File: src/rtl/rs_ecc_pkg.sv
// Shared definitions for the Reed-Solomon ECC scheduler and its engine-side benches:
// op encoding, scheduler FSM states and the codeword width helper.
package rs_ecc_pkg;

  localparam logic OP_ENC = 1'b0;
  localparam logic OP_DEC = 1'b1;

  typedef enum logic [1:0] {
    ST_IDLE  = 2'd0,
    ST_ISSUE = 2'd1,
    ST_WAIT  = 2'd2,
    ST_RESP  = 2'd3
  } sched_state_e;

  function automatic int cw_width(input int data_width, input int redundancy_bits);
    return data_width + redundancy_bits;
  endfunction

endpackage

File: src/rtl/rr_arbiter.sv
// Round-robin arbiter: picks the first asserted request at or after the pointer
// (wrapping) and returns it as a one-hot grant plus its index.
module rr_arbiter #(
  parameter int N    = 4,
  parameter int IDXW = (N > 1) ? $clog2(N) : 1
) (
  input  logic [N-1:0]    req_i,
  input  logic [IDXW-1:0] ptr_i,
  output logic [N-1:0]    grant_o,
  output logic [IDXW-1:0] idx_o,
  output logic            any_o
);

  always_comb begin
    logic [IDXW-1:0] cand;
    grant_o = '0;
    idx_o   = '0;
    any_o   = 1'b0;
    cand    = '0;
    for (int k = 0; k < N; k++) begin
      cand = IDXW'((int'(ptr_i) + k) % N);
      if (!any_o && req_i[cand]) begin
        any_o         = 1'b1;
        grant_o[cand] = 1'b1;
        idx_o         = cand;
      end
    end
  end

endmodule

File: src/rtl/rs_ecc_scheduler.sv
// Time-shares one Reed-Solomon ECC engine among NUM_REQ requesters: round-robin
// grant, one job in flight, result returned over a valid/ready response channel.
module rs_ecc_scheduler
  import rs_ecc_pkg::*;
#(
  parameter int NUM_REQ         = 4,
  parameter int DATA_WIDTH      = 8,
  parameter int REDUNDANCY_BITS = 7,
  parameter int ENGINE_LATENCY  = 1,
  parameter int IDW             = (NUM_REQ > 1) ? $clog2(NUM_REQ) : 1,
  localparam int CW             = cw_width(DATA_WIDTH, REDUNDANCY_BITS)
) (
  input  logic                    clk,
  input  logic                    rst_n,
  // Both channels: a transfer happens on a rising edge where valid & ready are high;
  // valid may drop without a transfer, and ready never depends on a later cycle.
  input  logic [NUM_REQ-1:0]      req_valid,
  output logic [NUM_REQ-1:0]      req_ready,
  input  logic [NUM_REQ-1:0]      req_op,
  input  logic [NUM_REQ*CW-1:0]   req_payload,
  output logic                    rsp_valid,
  input  logic                    rsp_ready,
  output logic [IDW-1:0]          rsp_id,
  output logic                    rsp_op,
  output logic [CW-1:0]           rsp_result,
  output logic                    rsp_err_det,
  output logic                    rsp_err_cor,
  output logic                    busy,
  output logic [15:0]             err_count,
  output logic                    eng_encode_en,
  output logic                    eng_decode_en,
  output logic [DATA_WIDTH-1:0]   eng_data_in,
  output logic [CW-1:0]           eng_codeword_in,
  input  logic [CW-1:0]           eng_codeword_out,
  input  logic [DATA_WIDTH-1:0]   eng_data_out,
  input  logic                    eng_error_detected,
  input  logic                    eng_error_corrected,
  output logic [1:0]              dbg_state
);

  localparam int CNTW = (ENGINE_LATENCY > 1) ? $clog2(ENGINE_LATENCY) : 1;
  localparam logic [CNTW-1:0] CNT_LAST = CNTW'(ENGINE_LATENCY - 1);

  sched_state_e    state_q, state_d;
  logic [IDW-1:0]  ptr_q, ptr_d;
  logic [IDW-1:0]  id_q, id_d;
  logic            op_q, op_d;
  logic [CW-1:0]   pl_q, pl_d;
  logic [CNTW-1:0] cnt_q, cnt_d;
  logic            enc_en_q, enc_en_d;
  logic            dec_en_q, dec_en_d;
  logic [CW-1:0]   res_q, res_d;
  logic            det_q, det_d;
  logic            cor_q, cor_d;
  logic [15:0]     err_count_q, err_count_d;

  logic [NUM_REQ-1:0] grant;
  logic [IDW-1:0]     win_idx;
  logic               win_any;

  rr_arbiter #(.N(NUM_REQ), .IDXW(IDW)) u_arb (
    .req_i  (req_valid),
    .ptr_i  (ptr_q),
    .grant_o(grant),
    .idx_o  (win_idx),
    .any_o  (win_any)
  );

  always_comb begin
    state_d     = state_q;
    ptr_d       = ptr_q;
    id_d        = id_q;
    op_d        = op_q;
    pl_d        = pl_q;
    cnt_d       = cnt_q;
    enc_en_d    = 1'b0;
    dec_en_d    = 1'b0;
    res_d       = res_q;
    det_d       = det_q;
    cor_d       = cor_q;
    err_count_d = err_count_q;
    unique case (state_q)
      ST_IDLE: begin
        if (win_any) begin
          state_d  = ST_ISSUE;
          id_d     = win_idx;
          op_d     = req_op[win_idx];
          pl_d     = req_payload[int'(win_idx)*CW +: CW];
          ptr_d    = (win_idx == IDW'(NUM_REQ - 1)) ? '0 : win_idx + 1'b1;
          // Enables are set here so they are high exactly for the ISSUE cycle.
          enc_en_d = (req_op[win_idx] == OP_ENC);
          dec_en_d = (req_op[win_idx] == OP_DEC);
        end
      end
      ST_ISSUE: begin
        state_d = ST_WAIT;
        cnt_d   = '0;
      end
      ST_WAIT: begin
        if (cnt_q == CNT_LAST) begin
          state_d = ST_RESP;
          if (op_q == OP_DEC) begin
            res_d = {{REDUNDANCY_BITS{1'b0}}, eng_data_out};
            det_d = eng_error_detected;
            cor_d = eng_error_corrected;
          end else begin
            res_d = eng_codeword_out;
            det_d = 1'b0;
            cor_d = 1'b0;
          end
        end else begin
          cnt_d = cnt_q + 1'b1;
        end
      end
      ST_RESP: begin
        if (rsp_ready) begin
          state_d = ST_IDLE;
          if (op_q == OP_DEC && det_q && err_count_q != 16'hFFFF) begin
            err_count_d = err_count_q + 16'd1;
          end
        end
      end
      default: state_d = ST_IDLE;
    endcase
  end

  always_ff @(posedge clk or negedge rst_n) begin
    if (!rst_n) begin
      state_q     <= ST_IDLE;
      ptr_q       <= '0;
      id_q        <= '0;
      op_q        <= 1'b0;
      pl_q        <= '0;
      cnt_q       <= '0;
      enc_en_q    <= 1'b0;
      dec_en_q    <= 1'b0;
      res_q       <= '0;
      det_q       <= 1'b0;
      cor_q       <= 1'b0;
      err_count_q <= '0;
    end else begin
      state_q     <= state_d;
      ptr_q       <= ptr_d;
      id_q        <= id_d;
      op_q        <= op_d;
      pl_q        <= pl_d;
      cnt_q       <= cnt_d;
      enc_en_q    <= enc_en_d;
      dec_en_q    <= dec_en_d;
      res_q       <= res_d;
      det_q       <= det_d;
      cor_q       <= cor_d;
      err_count_q <= err_count_d;
    end
  end

  // Grants are suppressed while reset is held so no requester sees a handshake.
  assign req_ready       = (rst_n && state_q == ST_IDLE) ? grant : '0;
  assign rsp_valid       = (state_q == ST_RESP);
  assign busy            = (state_q != ST_IDLE);
  assign rsp_id          = id_q;
  assign rsp_op          = op_q;
  assign rsp_result      = res_q;
  assign rsp_err_det     = det_q;
  assign rsp_err_cor     = cor_q;
  assign err_count       = err_count_q;
  assign eng_encode_en   = enc_en_q;
  assign eng_decode_en   = dec_en_q;
  assign eng_data_in     = pl_q[DATA_WIDTH-1:0];
  assign eng_codeword_in = pl_q;
  assign dbg_state       = state_q;

endmodule

File: config.mk
export PLATFORM = sky130hd
export DESIGN_NAME = rs_ecc_scheduler
export DESIGN_NICKNAME = d
export VERILOG_FILES = /design/src/rtl/rs_ecc_pkg.sv /design/src/rtl/rr_arbiter.sv /design/src/rtl/rs_ecc_scheduler.sv
export SDC_FILE = /design/constraint.sdc
export NUM_CORES = 1
export LEC_CHECK = 0
export CAP_MARGIN = 15
export CORE_MARGIN = 1.5
export CORE_UTILIZATION = 42
export CTS_CLUSTER_SIZE = 24
export DETAILED_ROUTE_END_ITERATION = 10
export GPL_TIMING_DRIVEN = 0
export HOLD_SLACK_MARGIN = 0.06
export PLACE_DENSITY = 0.81
export SKIP_LAST_GASP = 1
export SLEW_MARGIN = 0
export SYNTH_ARGS = -nofsm -noshare
export SYNTH_HDL_FRONTEND = slang
export SYNTH_SLANG_ARGS = --single-unit
File: constraint.sdc
create_clock -name clk -period 3.59 [get_ports clk]
set_input_delay 0.718 -clock clk [delete_from_list [all_inputs] [get_ports clk]]
set_output_delay 0.718 -clock clk [all_outputs]
set_load 0.02 [all_outputs]
==> key figures <==
Die
  – Core area: 8217 sq um
  – Die ar.: 9046 sq um
  – Die Ht: 95.11 microns
  – Initial core utilization: 43.37%
  – Die extent in x: 95.11 microns
  – I/O pins: 165
  – # rows: 33

Power
  – Comb pwr share: 65.8%
  – Sw power: 1.968 mW
  – Max VDD drop: 0.4597 mV
  – Pwr dens: 808.6 nW/um^2
  – Lkg Pwr: 2.421 nW
  – Power Internal: 2.584 mW
  – Pwr Total: 4.553 mW
  – Share of power burned in registers: 22.7%
  – Switching share of power: 43.23%
  – Clock share of power: 11.4%

Outcome
  – Status: complete, no violations

Worst hold path
  – HP Class: primary input to asynchronous set/reset pin

Placed design
  – Placed Area: 5331 sq um
  – Dpl hpwl: 7.832 mm
  – Placed insts: 611
  – Post-place setup slack: -387.9 ps
  – IO Port Bufs: 162
  – GP Congestion: 0.8178

STA
  – Fin crit share: 96.70%
  – Final Hold Fails: 0
  – Slew @ Worst Pin: 601.1 ps
  – Setup ws final: 118.5 ps
  – FMAX: 288.1 MHz
  – Tmin final: 3471 ps
  – Finish-stage setup viols: 0
  – Post-Route Setup TNS: 0 ps
  – Final Max Slew Viols: 0
  – Slew headroom: 59.92%
  – Worst Clk Skew: 11.41 ps
  – Min Hold Slack: 380.5 ps

Synth
  – Ys Warns: 0
  – Primary flip-flop cell chosen by synthesis mapping: dfrtp_1
  – Sequential share of the synthesized area: 40.03%
  – Cells after Synth: 343
  – Post-synth cell types: 52
  – Share of flip-flops with an asynchronous set or reset: 100.0%
  – Syn_nets: 451
  – Avg Cell Area, Syn: 10.39 sq um
  – Post-synth EDFFs: 0
  – Post-synthesis instance area: 3563 sq um
  – Synth Register Bits: 57

Layout
  – Post-route cell area: 5630 sq um
  – Sequential Area: 1428 sq um
  – Syn-to-layout area delta: 58.01%
  – Ratio of cells with drive above 1 in the final layout: 16.38%
  – Layout Nets: 634
  – ANT cells: 0
  – Leading cell type in the layout, fill and taps excluded: clkdlybuf4s50_1
  – Fillers: 650
  – Most frequent cells in the layout: 157 x clkdlybuf4s50_1, 56 x dfrtp_1, 42 x mux2i_1, 33 x nand2_1, 24 x nor2_1
  – Fin util: 68.52%
  – Non-filler cells in the finished layout: 636
  – Area of the multi-input gates: 1898 sq um

Setup path
  – Critical Path Start: ptr_q[0]
  – Kind of critical path: flip-flop to primary output
  – R2R Path Start: ptr_q[0]
  – Arr. time, crit path: 2750 ps
  – Critical path endpoint category: primary output
  – WP data required: 2870 ps
  – Startpoint Class: flip-flop
  – Crit Path Max Fanout: 5

Global routing
  – First-pass GRT wire length: 16.19 mm
  – All-Layer GR Usage: 23.22%
  – Vias in the first global route: 3308
  – Global route overflow: 0
  – Largest net degree at the start of global routing: 35
  – Initial antenna violation count: 0

Clocking
  – Clock sinks: 57
  – Clk_lat worst skew: 330 ps
  – Clk root buf: clkbuf_8
  – CTS H-Tree Depth: 3
  – TritonCTS clock tree: built
  – Max clock buf depth: 2
  – Num CTS Buffers: 9
  – Clock slew at reported path FFs: 80 ps
  – Cts hold-fix bufs: 0

Route
  – Vias: 3331
  – DRC viols: 0
  – Drt wl/cell: 16.44 microns
  – Final WL: 10.46 mm
  – First-pass detailed-route iteration total: 4
  – Antenna Nets Post-Route: 0
  – DRC marker count from the first detailed-route iteration: 85
  – Vias/cell: 5.237

Job
  – # Max-Cap Violations: 0
[flip-flops by register name (all words and copies together) (netlist names)]
register and cells:
rsp_op 1, err_count 16, eng_codeword_in 15, eng_decode_en 1
rsp_result 15, eng_encode_en 1, rsp_err_cor 1, ptr_q 2
dbg_state 2, rsp_id 2, rsp_err_det 1
[kinds of logic after synthesis]
group / count (synthesis) / synth area share, %
compound gates: 70 / 15.87
xor+xnor: 16 / 3.932
fa+ha+maj: 12 / 4.213
buf+inv: 45 / 8.322
flops: 57 / 40.03
mux: 46 / 13.69
simple gates: 97 / 13.94
[power groups by stage]
stage                     clock [mW]  sequential [mW]  combinational (mW)
final                          0.521             1.03                3.00
after global routing           0.569             1.06                3.23
after CTS                      0.534             1.04                2.91
after detailed placement           0             1.05                2.80
after global placement             0             1.04                2.75
after floorplan                    0             1.28                1.55
[worst paths after layout]
check	endpoint	slack [ps]	cells past startpoint
worst min register to register	rsp_id[0]	480	2
worst min-delay path	rsp_result[2]	380	1
min in group clk	rsp_id[0]	480	2
worst max-delay path	req_ready[2]	120	12
max in group asynchronous	ptr_q[1]	2590	2
worst max register to register	eng_codeword_in[8]	760	13
[area by class of cell]
class | instances | area share [%]
clock buffers | 9 | 2.200
clock inverters | 7 | 0.8222
flip-flops and latches | 57 | 25.36
inverters | 16 | 1.133
multi-input cells | 241 | 33.71
repair buffers | 172 | 30.11
plain buffers | 29 | 4.333
well taps | 105 | 2.333
[critical path, cell delays in order, from the launching register on]
cell	delay (ps)
dfrtp_1	370
buf_6	110
buf_8	90
clkinvlp_4	100
ha_4	270
buf_6	90
mux4_2	550
and2b_2	300
a22oi_2	60
nor2_1	150
a221oi_2	50
nor2_1	120
buf_4	150
[cell usage after synthesis (2+ instances only)]
cell type | n | area, sq um
dfrtp_1 | 57 | 1426
mux2i_1 | 42 | 420.4
nand2_1 | 33 | 123.9
nor2_1 | 24 | 90.09
inv_1 | 16 | 60.06
o21ai_0 | 14 | 70.07
buf_4 | 12 | 90.09
ha_1 | 12 | 150.1
a21oi_1 | 11 | 55.05
xnor2_1 | 11 | 96.34
o221ai_1 | 8 | 70.07
o221ai_2 | 8 | 120.1
clkbuf_1 | 7 | 26.28
nand3b_1 | 7 | 52.55
nand4_1 | 7 | 43.79
and3_1 | 5 | 31.28
xor2_1 | 5 | 43.79
a221oi_1 | 4 | 35.03
a22oi_1 | 4 | 30.03
buf_6 | 4 | 45.04
nand3_1 | 4 | 20.02
a211oi_1 | 3 | 22.52
buf_12 | 3 | 60.06
buf_2 | 3 | 15.01
nand2_2 | 3 | 18.77
a21boi_0 | 2 | 15.01
a31oi_1 | 2 | 12.51
and4_1 | 2 | 17.52
mux2_2 | 2 | 22.52
mux4_2 | 2 | 45.04
nand2b_1 | 2 | 12.51
nor2b_1 | 2 | 12.51
o21ai_1 | 2 | 10.01
o22ai_1 | 2 | 12.51
[routing by layer]
layer	vias up	global-route usage, %	routed length [microns]
met3	19	7.097	945
met2	138	39.18	5146
met5	-	0	0
met4	0	8.582	198
li1	1595	-	-
met1	1579	27.70	4165
[timing repair]
action,4_1_cts,5_1_grt
pin swaps,0,1
setup endpoints to repair,4,4
gates resized for setup,23,11
setup buffers,7,2
Note: power is estimated with default switching activity, not from simulation.
